--- src/rtl/mdio_responder_if.sv ---
// Register-file side of the MDIO responder.
// master: responder (drives addr/wdata/strobes); slave: register file (drives rdata).
interface mdio_responder_if;
  logic [4:0]  reg_addr;
  logic [15:0] reg_wdata;
  logic        reg_we;
  logic        reg_re;
  logic [15:0] reg_rdata;

  modport master (
    output reg_addr,
    output reg_wdata,
    output reg_we,
    output reg_re,
    input  reg_rdata
  );

  modport slave (
    input  reg_addr,
    input  reg_wdata,
    input  reg_we,
    input  reg_re,
    output reg_rdata
  );
endinterface

--- src/rtl/mdio_responder.sv ---
// Clause 22 MDIO PHY-side responder, oversampled on clk_i.
// Ports: clk_i/rst_i, mdc_i/mdio_i in, mdio_o/mdio_oe out, frame_err pulse,
// regs (master): reg_addr, reg_wdata, reg_we, reg_re out; reg_rdata in.
module mdio_responder #(
  parameter logic [4:0] PHY_ADDR = 5'd1,
  parameter bit         BCAST_EN = 1'b0,
  parameter int         PRE_LEN  = 32
) (
  input  logic clk_i,
  input  logic rst_i,
  input  logic mdc_i,
  input  logic mdio_i,
  output logic mdio_o,
  output logic mdio_oe,
  output logic frame_err,
  mdio_responder_if.master regs
);

  typedef enum logic [3:0] {
    S_PRE,
    S_ST1,
    S_OP,
    S_ADDR,
    S_TA1,
    S_RDATA,
    S_WTA,
    S_WDATA,
    S_SKIP
  } state_t;

  localparam logic [5:0] PRE_MAX = 6'(PRE_LEN);

  logic mdc_s1_q, mdc_s2_q, mdc_s3_q;
  logic mdio_s1_q, mdio_s2_q;
  logic edge_q;

  state_t      state_q, state_d;
  logic [4:0]  cnt_q, cnt_d;
  logic [5:0]  pre_q, pre_d;
  logic [4:0]  phy_q, phy_d;
  logic        rd_q, rd_d;
  logic [15:0] sh_q, sh_d;
  logic [4:0]  addr_q, addr_d;
  logic [15:0] wdata_q, wdata_d;
  logic        we_q, we_d;
  logic        re_q, re_d;
  logic        err_q, err_d;
  logic        oe_q, oe_d;
  logic        o_q, o_d;

  logic smp;
  logic match;

  assign smp = mdio_s2_q;
  // Broadcast PHYAD 0 only ever accepts writes.
  assign match = (phy_q == PHY_ADDR) ||
                 (BCAST_EN && (phy_q == 5'd0) && !rd_q);

  always_comb begin
    state_d = state_q;
    cnt_d   = cnt_q;
    pre_d   = pre_q;
    phy_d   = phy_q;
    rd_d    = rd_q;
    sh_d    = sh_q;
    addr_d  = addr_q;
    wdata_d = wdata_q;
    we_d    = 1'b0;
    re_d    = 1'b0;
    err_d   = 1'b0;
    oe_d    = oe_q;
    o_d     = o_q;

    // Read data arrives one clk after the read strobe.
    if (re_q) sh_d = regs.reg_rdata;

    if (edge_q) begin
      unique case (state_q)
        S_PRE: begin
          if (smp) begin
            if (pre_q < PRE_MAX) pre_d = pre_q + 6'd1;
          end else if (pre_q >= PRE_MAX) begin
            state_d = S_ST1;
            pre_d   = 6'd0;
          end else begin
            pre_d = 6'd0;
          end
        end
        S_ST1: begin
          if (smp) begin
            state_d = S_OP;
            cnt_d   = 5'd0;
          end else begin
            err_d   = 1'b1;
            state_d = S_PRE;
          end
        end
        S_OP: begin
          if (cnt_q == 5'd0) begin
            rd_d  = smp;
            cnt_d = 5'd1;
          end else if (rd_q != smp) begin
            state_d = S_ADDR;
            cnt_d   = 5'd0;
          end else begin
            err_d   = 1'b1;
            state_d = S_PRE;
          end
        end
        S_ADDR: begin
          if (cnt_q < 5'd5) phy_d = {phy_q[3:0], smp};
          else addr_d = {addr_q[3:0], smp};
          cnt_d = cnt_q + 5'd1;
          if (cnt_q == 5'd9) begin
            cnt_d = 5'd0;
            if (!match) begin
              state_d = S_SKIP;
            end else if (rd_q) begin
              re_d    = 1'b1;
              state_d = S_TA1;
            end else begin
              state_d = S_WTA;
            end
          end
        end
        S_TA1: begin
          oe_d    = 1'b1;
          o_d     = 1'b0;
          state_d = S_RDATA;
          cnt_d   = 5'd0;
        end
        S_RDATA: begin
          if (cnt_q == 5'd16) begin
            oe_d    = 1'b0;
            o_d     = 1'b0;
            state_d = S_PRE;
          end else begin
            o_d   = sh_q[15];
            sh_d  = {sh_q[14:0], 1'b0};
            cnt_d = cnt_q + 5'd1;
          end
        end
        S_WTA: begin
          if (smp != (cnt_q == 5'd0)) begin
            err_d   = 1'b1;
            state_d = S_PRE;
          end else if (cnt_q == 5'd0) begin
            cnt_d = 5'd1;
          end else begin
            state_d = S_WDATA;
            cnt_d   = 5'd0;
          end
        end
        S_WDATA: begin
          sh_d  = {sh_q[14:0], smp};
          cnt_d = cnt_q + 5'd1;
          if (cnt_q == 5'd15) begin
            wdata_d = sh_d;
            we_d    = 1'b1;
            state_d = S_PRE;
          end
        end
        S_SKIP: begin
          cnt_d = cnt_q + 5'd1;
          if (cnt_q == 5'd17) state_d = S_PRE;
        end
        default: begin
          state_d = S_PRE;
          pre_d   = 6'd0;
          oe_d    = 1'b0;
          o_d     = 1'b0;
        end
      endcase
    end
  end

  always_ff @(posedge clk_i or posedge rst_i) begin
    if (rst_i) begin
      mdc_s1_q  <= 1'b0;
      mdc_s2_q  <= 1'b0;
      mdc_s3_q  <= 1'b0;
      mdio_s1_q <= 1'b0;
      mdio_s2_q <= 1'b0;
      edge_q    <= 1'b0;
      state_q   <= S_PRE;
      cnt_q     <= 5'd0;
      pre_q     <= 6'd0;
      phy_q     <= 5'd0;
      rd_q      <= 1'b0;
      sh_q      <= 16'd0;
      addr_q    <= 5'd0;
      wdata_q   <= 16'd0;
      we_q      <= 1'b0;
      re_q      <= 1'b0;
      err_q     <= 1'b0;
      oe_q      <= 1'b0;
      o_q       <= 1'b0;
    end else begin
      mdc_s1_q  <= mdc_i;
      mdc_s2_q  <= mdc_s1_q;
      mdc_s3_q  <= mdc_s2_q;
      mdio_s1_q <= mdio_i;
      mdio_s2_q <= mdio_s1_q;
      edge_q    <= mdc_s2_q & ~mdc_s3_q;
      state_q   <= state_d;
      cnt_q     <= cnt_d;
      pre_q     <= pre_d;
      phy_q     <= phy_d;
      rd_q      <= rd_d;
      sh_q      <= sh_d;
      addr_q    <= addr_d;
      wdata_q   <= wdata_d;
      we_q      <= we_d;
      re_q      <= re_d;
      err_q     <= err_d;
      oe_q      <= oe_d;
      o_q       <= o_d;
    end
  end

  assign mdio_o         = o_q;
  assign mdio_oe        = oe_q;
  assign frame_err      = err_q;
  assign regs.reg_addr  = addr_q;
  assign regs.reg_wdata = wdata_q;
  assign regs.reg_we    = we_q;
  assign regs.reg_re    = re_q;

endmodule

--- src/flat_wrapper.sv ---
// flat-port wrapper written by rule: the top's interface ports become plain ports
module mdio_responder_flat 
#(
  parameter logic [4:0] PHY_ADDR = 5'd1,
  parameter bit         BCAST_EN = 1'b0,
  parameter int         PRE_LEN  = 32
)
  (clk_i, rst_i, mdc_i, mdio_i, mdio_o, mdio_oe, frame_err, regs_reg_addr, regs_reg_wdata, regs_reg_we, regs_reg_re, regs_reg_rdata);
  mdio_responder_if regs_i ();
  input  logic clk_i;
  input  logic rst_i;
  input  logic mdc_i;
  input  logic mdio_i;
  output logic mdio_o;
  output logic mdio_oe;
  output logic frame_err;
  output wire logic [$bits(regs_i.reg_addr)-1:0] regs_reg_addr;
  output wire logic [$bits(regs_i.reg_wdata)-1:0] regs_reg_wdata;
  output wire logic [$bits(regs_i.reg_we)-1:0] regs_reg_we;
  output wire logic [$bits(regs_i.reg_re)-1:0] regs_reg_re;
  input wire logic [$bits(regs_i.reg_rdata)-1:0] regs_reg_rdata;
  assign regs_reg_addr = regs_i.reg_addr;
  assign regs_reg_wdata = regs_i.reg_wdata;
  assign regs_reg_we = regs_i.reg_we;
  assign regs_reg_re = regs_i.reg_re;
  assign regs_i.reg_rdata = regs_reg_rdata;
  mdio_responder #(.PHY_ADDR(PHY_ADDR), .BCAST_EN(BCAST_EN), .PRE_LEN(PRE_LEN)) u_core (.clk_i(clk_i), .rst_i(rst_i), .mdc_i(mdc_i), .mdio_i(mdio_i), .mdio_o(mdio_o), .mdio_oe(mdio_oe), .frame_err(frame_err), .regs(regs_i));
endmodule
--- config.mk ---
export PLATFORM = sky130hd
export DESIGN_NAME = mdio_responder_flat
export DESIGN_NICKNAME = d
export VERILOG_FILES = /design/src/rtl/mdio_responder_if.sv /design/src/rtl/mdio_responder.sv /design/src/flat_wrapper.sv
export SDC_FILE = /design/constraint.sdc
export NUM_CORES = 1
export LEC_CHECK = 0
export CELL_PAD_IN_SITES_DETAIL_PLACEMENT = 1
export CELL_PAD_IN_SITES_GLOBAL_PLACEMENT = 1
export CORE_MARGIN = 5
export CORE_UTILIZATION = 39
export CTS_BUF_LIST = sky130_fd_sc_hd__clkbuf_16
export CTS_CLUSTER_SIZE = 14
export DETAILED_ROUTE_END_ITERATION = 8
export GPL_TIMING_DRIVEN = 0
export PLACE_DENSITY_LB_ADDON = 0.15
export SETUP_SLACK_MARGIN = 0.05
export SKIP_LAST_GASP = 1
export SYNTH_ARGS = -nofsm -noshare
export SYNTH_HDL_FRONTEND = slang
export SYNTH_SLANG_ARGS = --single-unit
--- constraint.sdc ---
create_clock -name clk_i -period 2 [get_ports clk_i]
set_input_delay 0.4 -clock clk_i [delete_from_list [all_inputs] [get_ports clk_i]]
set_output_delay 0.4 -clock clk_i [all_outputs]
set_load 0.03 [all_outputs]
==> metrics.md <==
| Metric | Value |
|---|---|
| Ys async rst share | 1.00 |
| Post-synth top area share | 0.507 |
| Per-cell routed wire length | approximately 18 microns |
| Synth Register Bits | 69 |
| Ranking of synthesized cells by area | dfrtp_1 (51%), mux2_2 (9.3%), mux2i_1 (4.4%), nor2_1 (3.1%), a21oi_1 (2.8%) |
| Predominant post-synthesis flop cell | dfrtp_1 |
| Max Cap Viol | 0 |
| Pwr per Cell Area | a little under 700 mW/mm^2 |
| Final hold violation count | 0 |
| P_leak | 1.96 nW |
| Share of layout cells above drive strength 1 | 0.272 |
| Largest net degree at the start of global routing | 39 |
| Core area | ~0.0086 sq mm |
| Number of flops mapped to enable cells by yosys | 0 |
| CP arrival | between 2 and 2.5 ns |
| Dpl hpwl | ~5700 microns |
| Initial antenna violation count | 0 |
| CTS tree | done |
| Post-synth top cells | dfrtp_1 (69), mux2_2 (28), nor2_1 (28), a21oi_1 (19), mux2i_1 (15) |
| Distinct cell type count after synthesis | between 50 and 60 |
| Final nets | slightly below 400 |
| Critical path, cell by cell | inv_2 > ha_4 > nor4b_4 > buf_4 > nand2_4 > o211ai_1 > or3_4 > mux2_4 |
| Via count | roughly 2500 |
| Row count | 34 |
| Routed vias/inst | around 5.3 |
| Area of the mapped netlist | 0.00340 sq mm |
| Ys Warns | 0 |
| Drt drc | 0 |
| GRT Total Usage | 0.169 |
| CTS sink count | 69 |
| Syn_nets | roughly 330 |
| Min Tclk post-route | around 2 ns |
| Non-Filler Instances | 476 |
| Buffers on Ports | 45 |
| Initial drt markers | 79 |
| CTS max path bufs | 2 |
| Die Y | roughly 100 microns |
| WP data required | around 2.2 ns |
| Top delay family on crit path | simple AND/OR/NAND/NOR gates |
| Routed WL | 8490 microns |
| Syn Inst Count | approximately 300 |
| # IOs | between 40 and 50 |
| Outcome | complete, but fails checks |
| Antenna-violating nets left | 0 |
| Layout Skew | roughly 0.0055 ns |
| Antenna diodes | 0 |
| Setup TNS | -0.0711 ns |
| Max_slew headroom | 0.390 |
| Setup ws final | -0.0191 ns |
| Fmax | a little under 0.5 GHz |
| Worst path slowest cell | dfrtp_2 |
| Total congestion overflow | 0 |
| Critical path type | register to register |
| Synth area leader | dfrtp_1 |
| Starting Density | 0.396 |
| Placed Instances | 453 |
| RSZ-0062 raised after global routing | true |
| Critical Path Source Type | register |
| Finish-stage setup viols | 4 |
| Total CTS buffers | 9 |
| Syn Area/Cell | ~11 sq um |
| P&R area growth vs syn | 33.4% |
| Placer Congestion | 0.783 |
| Buf+Inv Stages, Crit Path | 2 |
| Vias in the first global route | 2719 |
| First-pass GRT wire length | 13900 microns |
| DR pass1 iterations | 4 |
| Clock transition at path regs | 0.06 ns |
| Worst Hold Class | register to register |
| Clock Latency Late Sink | approximately 0.33 ns |
| Crit-path max cell delay | approximately 0.43 ns |
| Failing checks | negative setup slack |
| Register area share after synthesis | 0.507 |
| Crit Path Max Fanout | 4 |
| Hold buffers post-CTS | 0 |
| Peak supply drop | ~0.00045 V |
| Tcrit/Tclk final | 1.01 |
| Root buffer cell | clkbuf_16 |
| WHS | between 0.3 and 0.4 ns |
| CTS H-tree lvls | 3 |
| Slew at the pin with the worst max-slew slack | between 0.9 and 1 ns |
| Most common cell in the netlist | dfrtp_1 |
| Die ar. | 0.0107 sq mm |
| Crit. End Element | register |
| Final Max Tran Viols | 0 |
| Pre-CTS setup slack | -0.183 ns |
| Chip Width | 103 microns |
-- final cells by class --
cell class | instances | area, sq um
Buffer | 18 | 108
Clock inverter | 7 | 73.8
Sequential cell | 69 | 1730
Timing Repair Buffer | 52 | 515
Multi-Input combinational cell | 201 | 1710
Fill cell | 903 | 4050
Inverter | 12 | 48.8
Clock buffer | 9 | 225
Tap cell | 108 | 135
-- kinds of logic (layout without fill, tap and decap cells) --
family                     after synthesis  after routing  share of synthesized area
DFF                                     69             69                      0.507
muxes                                   47             47                      0.154
xor gates and xnor gates                 5              5                     0.0129
and+or+nand+nor                         84             84                      0.144
AOI/OAI and AO/OA                       58             59                      0.118
buffers and inverters                   30             98                     0.0415
adders and majority gates                6              6                     0.0221
-- path summary, 6_finish.rpt --
check	start	end	slack [ns]	cells after the start
worst min-delay path	u_core.mdio_s1_q	u_core.mdio_s2_q	0.35	0
max in group asynchronous	rst_i	u_core.sh_q[12]	0.74	3
worst min register to register	u_core.mdio_s1_q	u_core.mdio_s2_q	0.35	0
worst max register to register	u_core.cnt_q[0]	u_core.state_q[2]	-0.02	8
min in group asynchronous	rst_i	u_core.cnt_q[1]	0.61	2
worst max-delay path	u_core.cnt_q[0]	u_core.state_q[2]	-0.02	8
-- cells in the final DEF (no fill, tap or decap), drive strengths merged, types with 3 or more instances in the layout --
| cell | instances |
|---|---|
| o31ai | 4 |
| dfrtp | 69 |
| nand3b | 3 |
| clkdlybuf4s50 | 45 |
| mux2 | 32 |
| nand2 | 12 |
| o21ai | 15 |
| ha | 6 |
| nor2b | 3 |
| nor4b | 3 |
| a21oi | 19 |
| xor2 | 4 |
| inv | 13 |
| o211ai | 4 |
| clkinvlp | 4 |
| buf | 19 |
| nor2 | 28 |
| nand2b | 3 |
| nand3 | 9 |
| mux2i | 15 |
| and3 | 4 |
| clkbuf | 15 |
-- report_power, final --
group	switching, mW	total [mW]	internal (mW)
Clock	0.628	1.60	0.969
Combinational	0.0619	0.116	0.0537
Sequential	0.0141	1.43	1.41
Total	0.704	3.14	2.44
-- state kept, by name (all words and copies together), names as in the netlist, 4 cells and up --
register,cells
u_core.cnt_q,5
u_core.phy_q,5
u_core.pre_q,6
u_core.regs.reg_addr,5
u_core.regs.reg_wdata,16
u_core.sh_q,16
u_core.state_q,4
-- per-layer routing --
| metal | global-route usage | wire, microns | up-vias |
|---|---|---|---|
| met4 | 0.0378 | 107 | 0 |
| met5 | 0 | 0 | - |
| met3 | 0.0456 | 290 | 10 |
| met1 | 0.225 | 3820 | 1282 |
| li1 | - | - | 1201 |
| met2 | 0.276 | 4280 | 41 |
-- what timing repair did --
item	CTS	global route
endpoints found under the hold margin	0	0
resized for setup	15	27
gates cloned	0	1
pin swaps	5	10
setup buffers	3	3
setup endpoints to repair	41	35
-- stage by stage --
stage	utilization	cell area, sq um	power (mW)
2_1_floorplan	-	3410	1.50
3_3_place_gp	0.465	3990	1.56
3_5_place_dp	0.467	4010	1.57
4_1_cts	0.510	4390	3.18
5_1_grt	0.529	4540	3.26
6_report	0.529	4540	3.14
Note: power is estimated with default switching activity, not from simulation.
